--- src/rtl/parking_lot_monitor.sv ---
`default_nettype none
// ============================================================================
// Module   : parking_lot_monitor
// Purpose  : Multi-gate parking occupancy monitor. Each gate decodes its
//            debounced photosensor pair (a = outside, b = inside) into entry
//            and exit events. The events merge into one saturating occupancy
//            counter that has full/empty flags and sticky overflow/underflow
//            flags. A registered BCD copy of the count drives the display mux.
// Ports    : clk         - system clock
//            reset       - asynchronous, active-high reset
//            a, b        - per-gate sensor beams, 1 = blocked
//            enter, exit - per-gate 1-cycle completion pulses
//            count       - current occupancy
//            full, empty - count == CAPACITY / count == 0
//            bcd_out     - BCD of count, digit 0 in bits [3:0], lags count by 1
//            ovf_err     - sticky, an entry was dropped at saturation
//            unf_err     - sticky, an exit was dropped at zero
//            seq_err_cnt - (PARKING_SEQ_ERR_CNT_EN only) saturating count of
//                          gate FSM entries into the error state
// Option   : define PARKING_SEQ_ERR_CNT_EN to add the seq_err_cnt port
// Revision : 1.0 - initial release
// ============================================================================
module parking_lot_monitor #(
    parameter int NUM_GATES  = 2,
    parameter int CAPACITY   = 99,
    parameter int NUM_DIGITS = 2,
    localparam int CW        = $clog2(CAPACITY + 1)
) (
    input  logic                    clk,
    input  logic                    reset,
    input  logic [NUM_GATES-1:0]    a,
    input  logic [NUM_GATES-1:0]    b,
    output logic [NUM_GATES-1:0]    enter,
    output logic [NUM_GATES-1:0]    exit,
    output logic [CW-1:0]           count,
    output logic                    full,
    output logic                    empty,
    output logic [4*NUM_DIGITS-1:0] bcd_out,
    output logic                    ovf_err,
    output logic                    unf_err
`ifdef PARKING_SEQ_ERR_CNT_EN
    ,
    output logic [7:0]              seq_err_cnt
`endif
);

    // Sum width leaves headroom so count + E - X can go negative or above
    // CAPACITY without wrapping.
    localparam int c_NW = CW + 4;
    localparam logic signed [c_NW-1:0] c_CAP_S = c_NW'(CAPACITY);

    typedef enum logic [2:0] {
        S_IDLE = 3'd0,
        S_E1   = 3'd1,
        S_E2   = 3'd2,
        S_E3   = 3'd3,
        S_X1   = 3'd4,
        S_X2   = 3'd5,
        S_X3   = 3'd6,
        S_ERR  = 3'd7
    } state_t;

    logic [NUM_GATES-1:0] w_enter;
    logic [NUM_GATES-1:0] w_exit;
    logic [NUM_GATES-1:0] w_err_entry;

    // ------------------------------------------------------------------
    // Per-gate direction decoder
    // ------------------------------------------------------------------
    for (genvar g = 0; g < NUM_GATES; g++) begin : g_gate
        state_t     state_q, state_d;
        logic       ent_q, ent_d;
        logic       ext_q, ext_d;
        logic [1:0] w_code;

        assign w_code = {a[g], b[g]};

        always_comb begin
            state_d = state_q;
            ent_d   = 1'b0;
            ext_d   = 1'b0;
            case (state_q)
                S_IDLE: case (w_code)
                    2'b10:   state_d = S_E1;
                    2'b01:   state_d = S_X1;
                    2'b11:   state_d = S_ERR;
                    default: state_d = S_IDLE;
                endcase
                S_E1: case (w_code)
                    2'b11:   state_d = S_E2;
                    2'b00:   state_d = S_IDLE;
                    2'b01:   state_d = S_ERR;
                    default: state_d = S_E1;
                endcase
                S_E2: case (w_code)
                    2'b01:   state_d = S_E3;
                    2'b10:   state_d = S_E1;
                    2'b00:   state_d = S_ERR;
                    default: state_d = S_E2;
                endcase
                S_E3: case (w_code)
                    2'b00: begin
                        state_d = S_IDLE;
                        ent_d   = 1'b1;
                    end
                    2'b11:   state_d = S_E2;
                    2'b10:   state_d = S_ERR;
                    default: state_d = S_E3;
                endcase
                // Exit path: entry path with a and b swapped.
                S_X1: case (w_code)
                    2'b11:   state_d = S_X2;
                    2'b00:   state_d = S_IDLE;
                    2'b10:   state_d = S_ERR;
                    default: state_d = S_X1;
                endcase
                S_X2: case (w_code)
                    2'b10:   state_d = S_X3;
                    2'b01:   state_d = S_X1;
                    2'b00:   state_d = S_ERR;
                    default: state_d = S_X2;
                endcase
                S_X3: case (w_code)
                    2'b00: begin
                        state_d = S_IDLE;
                        ext_d   = 1'b1;
                    end
                    2'b11:   state_d = S_X2;
                    2'b01:   state_d = S_ERR;
                    default: state_d = S_X3;
                endcase
                S_ERR:   state_d = (w_code == 2'b00) ? S_IDLE : S_ERR;
                default: state_d = S_IDLE;
            endcase
        end

        always_ff @(posedge clk or posedge reset) begin
            if (reset) begin
                state_q <= S_IDLE;
                ent_q   <= 1'b0;
                ext_q   <= 1'b0;
            end else begin
                state_q <= state_d;
                ent_q   <= ent_d;
                ext_q   <= ext_d;
            end
        end

        assign w_enter[g]     = ent_q;
        assign w_exit[g]      = ext_q;
        assign w_err_entry[g] = (state_d == S_ERR) && (state_q != S_ERR);
    end

    // ------------------------------------------------------------------
    // Occupancy counter
    // ------------------------------------------------------------------
    logic [CW-1:0]           count_q, count_d;
    logic                    full_q, full_d;
    logic                    empty_q, empty_d;
    logic                    ovf_q, ovf_d;
    logic                    unf_q, unf_d;
    logic [4*NUM_DIGITS-1:0] bcd_q, bcd_d;
    logic [3:0]              w_e_cnt;
    logic [3:0]              w_x_cnt;
    logic signed [c_NW-1:0]  w_next;

    always_comb begin
        w_e_cnt = '0;
        w_x_cnt = '0;
        for (int g = 0; g < NUM_GATES; g++) begin
            w_e_cnt = w_e_cnt + 4'(w_enter[g]);
            w_x_cnt = w_x_cnt + 4'(w_exit[g]);
        end
        w_next  = c_NW'(count_q) + c_NW'(w_e_cnt) - c_NW'(w_x_cnt);

        count_d = count_q;
        ovf_d   = ovf_q;
        unf_d   = unf_q;
        if (w_next > c_CAP_S) begin
            count_d = CW'(CAPACITY);
            ovf_d   = 1'b1;
        end else if (w_next < 0) begin
            count_d = '0;
            unf_d   = 1'b1;
        end else begin
            count_d = w_next[CW-1:0];
        end
        full_d  = (count_d == CW'(CAPACITY));
        empty_d = (count_d == '0);
    end

    // Shift-and-add-3 conversion of the registered count; the result is
    // registered again, so bcd_out trails count by one cycle.
    always_comb begin
        bcd_d = '0;
        for (int i = CW - 1; i >= 0; i--) begin
            for (int d = 0; d < NUM_DIGITS; d++) begin
                if (bcd_d[4*d +: 4] >= 4'd5) begin
                    bcd_d[4*d +: 4] = bcd_d[4*d +: 4] + 4'd3;
                end
            end
            bcd_d = {bcd_d[4*NUM_DIGITS-2:0], count_q[i]};
        end
    end

    always_ff @(posedge clk or posedge reset) begin
        if (reset) begin
            count_q <= '0;
            full_q  <= 1'b0;
            empty_q <= 1'b1;
            ovf_q   <= 1'b0;
            unf_q   <= 1'b0;
            bcd_q   <= '0;
        end else begin
            count_q <= count_d;
            full_q  <= full_d;
            empty_q <= empty_d;
            ovf_q   <= ovf_d;
            unf_q   <= unf_d;
            bcd_q   <= bcd_d;
        end
    end

    assign enter   = w_enter;
    assign exit    = w_exit;
    assign count   = count_q;
    assign full    = full_q;
    assign empty   = empty_q;
    assign bcd_out = bcd_q;
    assign ovf_err = ovf_q;
    assign unf_err = unf_q;

`ifdef PARKING_SEQ_ERR_CNT_EN
    // ------------------------------------------------------------------
    // Saturating count of gate FSM entries into the error state
    // ------------------------------------------------------------------
    logic [7:0] seq_err_q, seq_err_d;
    logic [8:0] w_seq_sum;

    always_comb begin
        w_seq_sum = {1'b0, seq_err_q};
        for (int g = 0; g < NUM_GATES; g++) begin
            w_seq_sum = w_seq_sum + 9'(w_err_entry[g]);
        end
        seq_err_d = w_seq_sum[8] ? 8'hFF : w_seq_sum[7:0];
    end

    always_ff @(posedge clk or posedge reset) begin
        if (reset) begin
            seq_err_q <= '0;
        end else begin
            seq_err_q <= seq_err_d;
        end
    end

    assign seq_err_cnt = seq_err_q;
`else
    // Error-state entries are only consumed by the optional counter.
    logic w_unused_err;
    assign w_unused_err = ^w_err_entry;
`endif

endmodule
`default_nettype wire

--- config.mk ---
export PLATFORM = sky130hd
export DESIGN_NAME = parking_lot_monitor
export DESIGN_NICKNAME = d
export VERILOG_FILES = /design/src/rtl/parking_lot_monitor.sv
export SDC_FILE = /design/constraint.sdc
export NUM_CORES = 1
export LEC_CHECK = 0
export ABC_AREA = 1
export BUFFER_PORTS_ARGS = -buffer_cell sky130_fd_sc_hd__clkbuf_2
export CAP_MARGIN = 20
export CORE_AREA = 3 3 80 82
export DETAILED_ROUTE_END_ITERATION = 7
export DIE_AREA = 0 0 83 85
export PLACE_DENSITY_LB_ADDON = 0.3
export SYNTH_ARGS = -nofsm -noshare
export SYNTH_HDL_FRONTEND = slang
export SYNTH_SLANG_ARGS = --single-unit
--- constraint.sdc ---
create_clock -name clk -period 3.3 [get_ports clk]
set_input_delay 0.495 -clock clk [delete_from_list [all_inputs] [get_ports clk]]
set_output_delay 0.495 -clock clk [all_outputs]
set_load 0.02 [all_outputs]
==> flow_metrics.tcl <==
set metrics [dict create \
    synth_top_cell_area_share_pct 27.53 \
    totalWireLength_um 5189 \
    fp.dieH_um 85 \
    hold_viol 0 \
    clock_sinks 29 \
    timing.final.crit_share_pct 94.78 \
    fillers 573 \
    path_class "reg2reg" \
    drcViolationCount 0 \
    end_kind "register" \
    area_growth_pct 18.68 \
    syn-cell-area_um2 2545 \
    drtPass1Iterations 4 \
    max_cap_violations 0 \
    seq_area_um2 729.5 \
    synth_area_leaders "dfrtp_1 28%, ha_1 16%, inv_1 9.4%" \
    layout.nets 409 \
    slew_headroom_pct 52.81 \
    insertion_delay_ns 0.29 \
    overflow 0 \
    tightest_slew_ns 0.7071 \
    required_ns 3.46 \
    clk_path_buf_depth 2 \
    core_area_um2 5816 \
    routabilityCongestion 0.8673 \
    initial_core_util_pct 43.76 \
    min_path_type "in2async" \
    io_buffers 28 \
    synthCells 329 \
    grt_first_pass_wirelength_um 9156 \
    drt_iter0_markers 96 \
    period_needed_ns 3.128 \
    post-route-util_pct 51.94 \
    finalMaxSlewViolations 0 \
    ys_seq_area_share_pct 28.56 \
    antenna_cells 0 \
    ant_nets 0 \
    htreeDepth 2 \
    viasPerCell 4.986 \
    fmax_mhz 319.7 \
    yosysTopAreaCell "dfrtp_1" \
    chipWidth_um 83 \
    finalSetupViolCount 0 \
    run_status "finished clean" \
    cts_root_buffer "clkbuf_8" \
    start_kind "register" \
    drt-wirelength-per-cell_um 11.71 \
    r2r_cells 16 \
    crit_fanout 4 \
    grt_max_degree 18 \
    via_count 2209 \
    io_pins 29 \
    ys_types 37 \
    cts_buffers 5 \
    ys_warn_count 0 \
    rsz0062_at_grt "true" \
    cts_tree "built" \
    worst_clock_skew_ns 0.008719 \
    hold_buffers 0 \
    multi_input_area_um2 1613 \
    most-common-layout-cells "60 x inv_1, 39 x nand2_1, 28 x ha_1, 28 x clkbuf_2" \
    crit_arrival_ns 3.29 \
    grt_pass1_vias 2181 \
    synth_nets 371 \
    rows 28 \
    die_area_um2 7055 \
    drive_gt1_share_pct 29.35 \
    synth_area_per_cell_um2 7.735 \
    antenna_found_initial 0 \
    grtUsageTotal_pct 15.44 \
    clk_pin_slew_worst_paths_ns 0.08 \
    dp_hpwl_um 4062 \
    ys_ff_latch 29 \
    mostFrequentLayoutCell "inv_1" \
]
==> Yosys cell counts, drive strengths merged <==
| cell type | number |
|---|---|
| a32oi | 2 |
| clkbuf | 1 |
| xnor2 | 1 |
| o22ai | 3 |
| nand2 | 62 |
| nor4 | 4 |
| inv | 69 |
| xor2 | 4 |
| nand3b | 2 |
| nand4 | 8 |
| a21oi | 9 |
| nor3 | 11 |
| o2111ai | 3 |
| nand3 | 30 |
| o221a | 1 |
| dfrtp | 28 |
| fa | 3 |
| buf | 5 |
| o21ai | 10 |
| o311ai | 1 |
| a31oi | 1 |
| ha | 33 |
| a221oi | 1 |
| dfstp | 1 |
| nor2 | 31 |
| o211ai | 1 |
| or2 | 4 |
==> final timing paths <==
check                              to       startpoint  slack [ns]
hold reg to reg            bcd_out[0]         count[0]        0.42
setup reg to reg             count[4]  g_gate[0].ent_q        0.17
hold / removal             bcd_out[5]            reset        0.29
setup / recovery             count[4]  g_gate[0].ent_q        0.17
max in group asynchronous       empty            reset        2.28
min in group clk           bcd_out[0]         count[0]        0.42
==> stage by stage <==
step / cell area, um^2 / setup WS (ns) / setup TNS, ns / cells / hold slack [ns]
after floorplan: 2552 / 0.02149 / 0 / 329 / 0.3749
after global placement: 2790 / 0.04648 / 0 / 432 / 0.4114
after detailed placement: 2790 / -0.03315 / -0.06124 / 432 / 0.4092
after CTS: 2933 / 0.01610 / 0 / 442 / 0.3299
after global routing: 3020 / -0.03753 / -0.05890 / 443 / 0.3605
final: 3020 / 0.1724 / 0 / 443 / 0.2899
==> per-layer routing <==
layer	routed length, um	vias to the layer above	track usage (%)
met3	157	6	2.816
met4	83	0	5.349
li1	-	1134	-
met5	0	-	0
met2	2796	36	30.03
met1	2152	1033	16.65
==> flip-flops by register name, indices dropped and copies added (netlist names) <==
signal and count:
bcd_out 8, count 7, empty 1, full 1, g_gate.ent_q 2, g_gate.ext_q 2
g_gate.state_q 6, ovf_err 1, unf_err 1
==> worst max-delay path, cell delays in order (launching register included) <==
cell and delay [ns]:
dfrtp_1 0.41, fa_1 0.53, inv_1 0.05, fa_1 0.34
inv_1 0.06, ha_1 0.20, inv_1 0.07, fa_1 0.40
inv_1 0.09, nand3_1 0.06, nand2_1 0.11, xor2_2 0.22
nand2_1 0.08, nand2_1 0.09, nand2_1 0.10, nand2_1 0.12
nor2_1 0.06
==> area by class of cell <==
class,count,area share (%)
Multi-Input combinational cell,225,53.40
Clock inverter,3,1.533
Tap cell,75,3.107
Timing Repair Buffer,37,6.877
Inverter,69,8.658
Clock buffer,5,2.278
Sequential cell,29,24.15
==> cells by family after synthesis <==
logic type	count (synthesis)	share of synthesized area, %
AND/OR/NAND/NOR	152	31.17
buffers and inverters	75	11.80
adder cells (fa/ha/maj)	36	18.58
AO/OA/AOI/OAI	32	8.162
flip-flops	29	28.56
XOR/XNOR	5	1.721
==> repair_timing <==
action,in CTS,in global routing
endpoints found under the setup margin,2,8
pin swaps,1,7
setup buffers,2,1
gates resized for setup,2,20
Power is not shown: default switching activity piles up to over one toggle a cycle in this logic, so the estimate is an artifact.
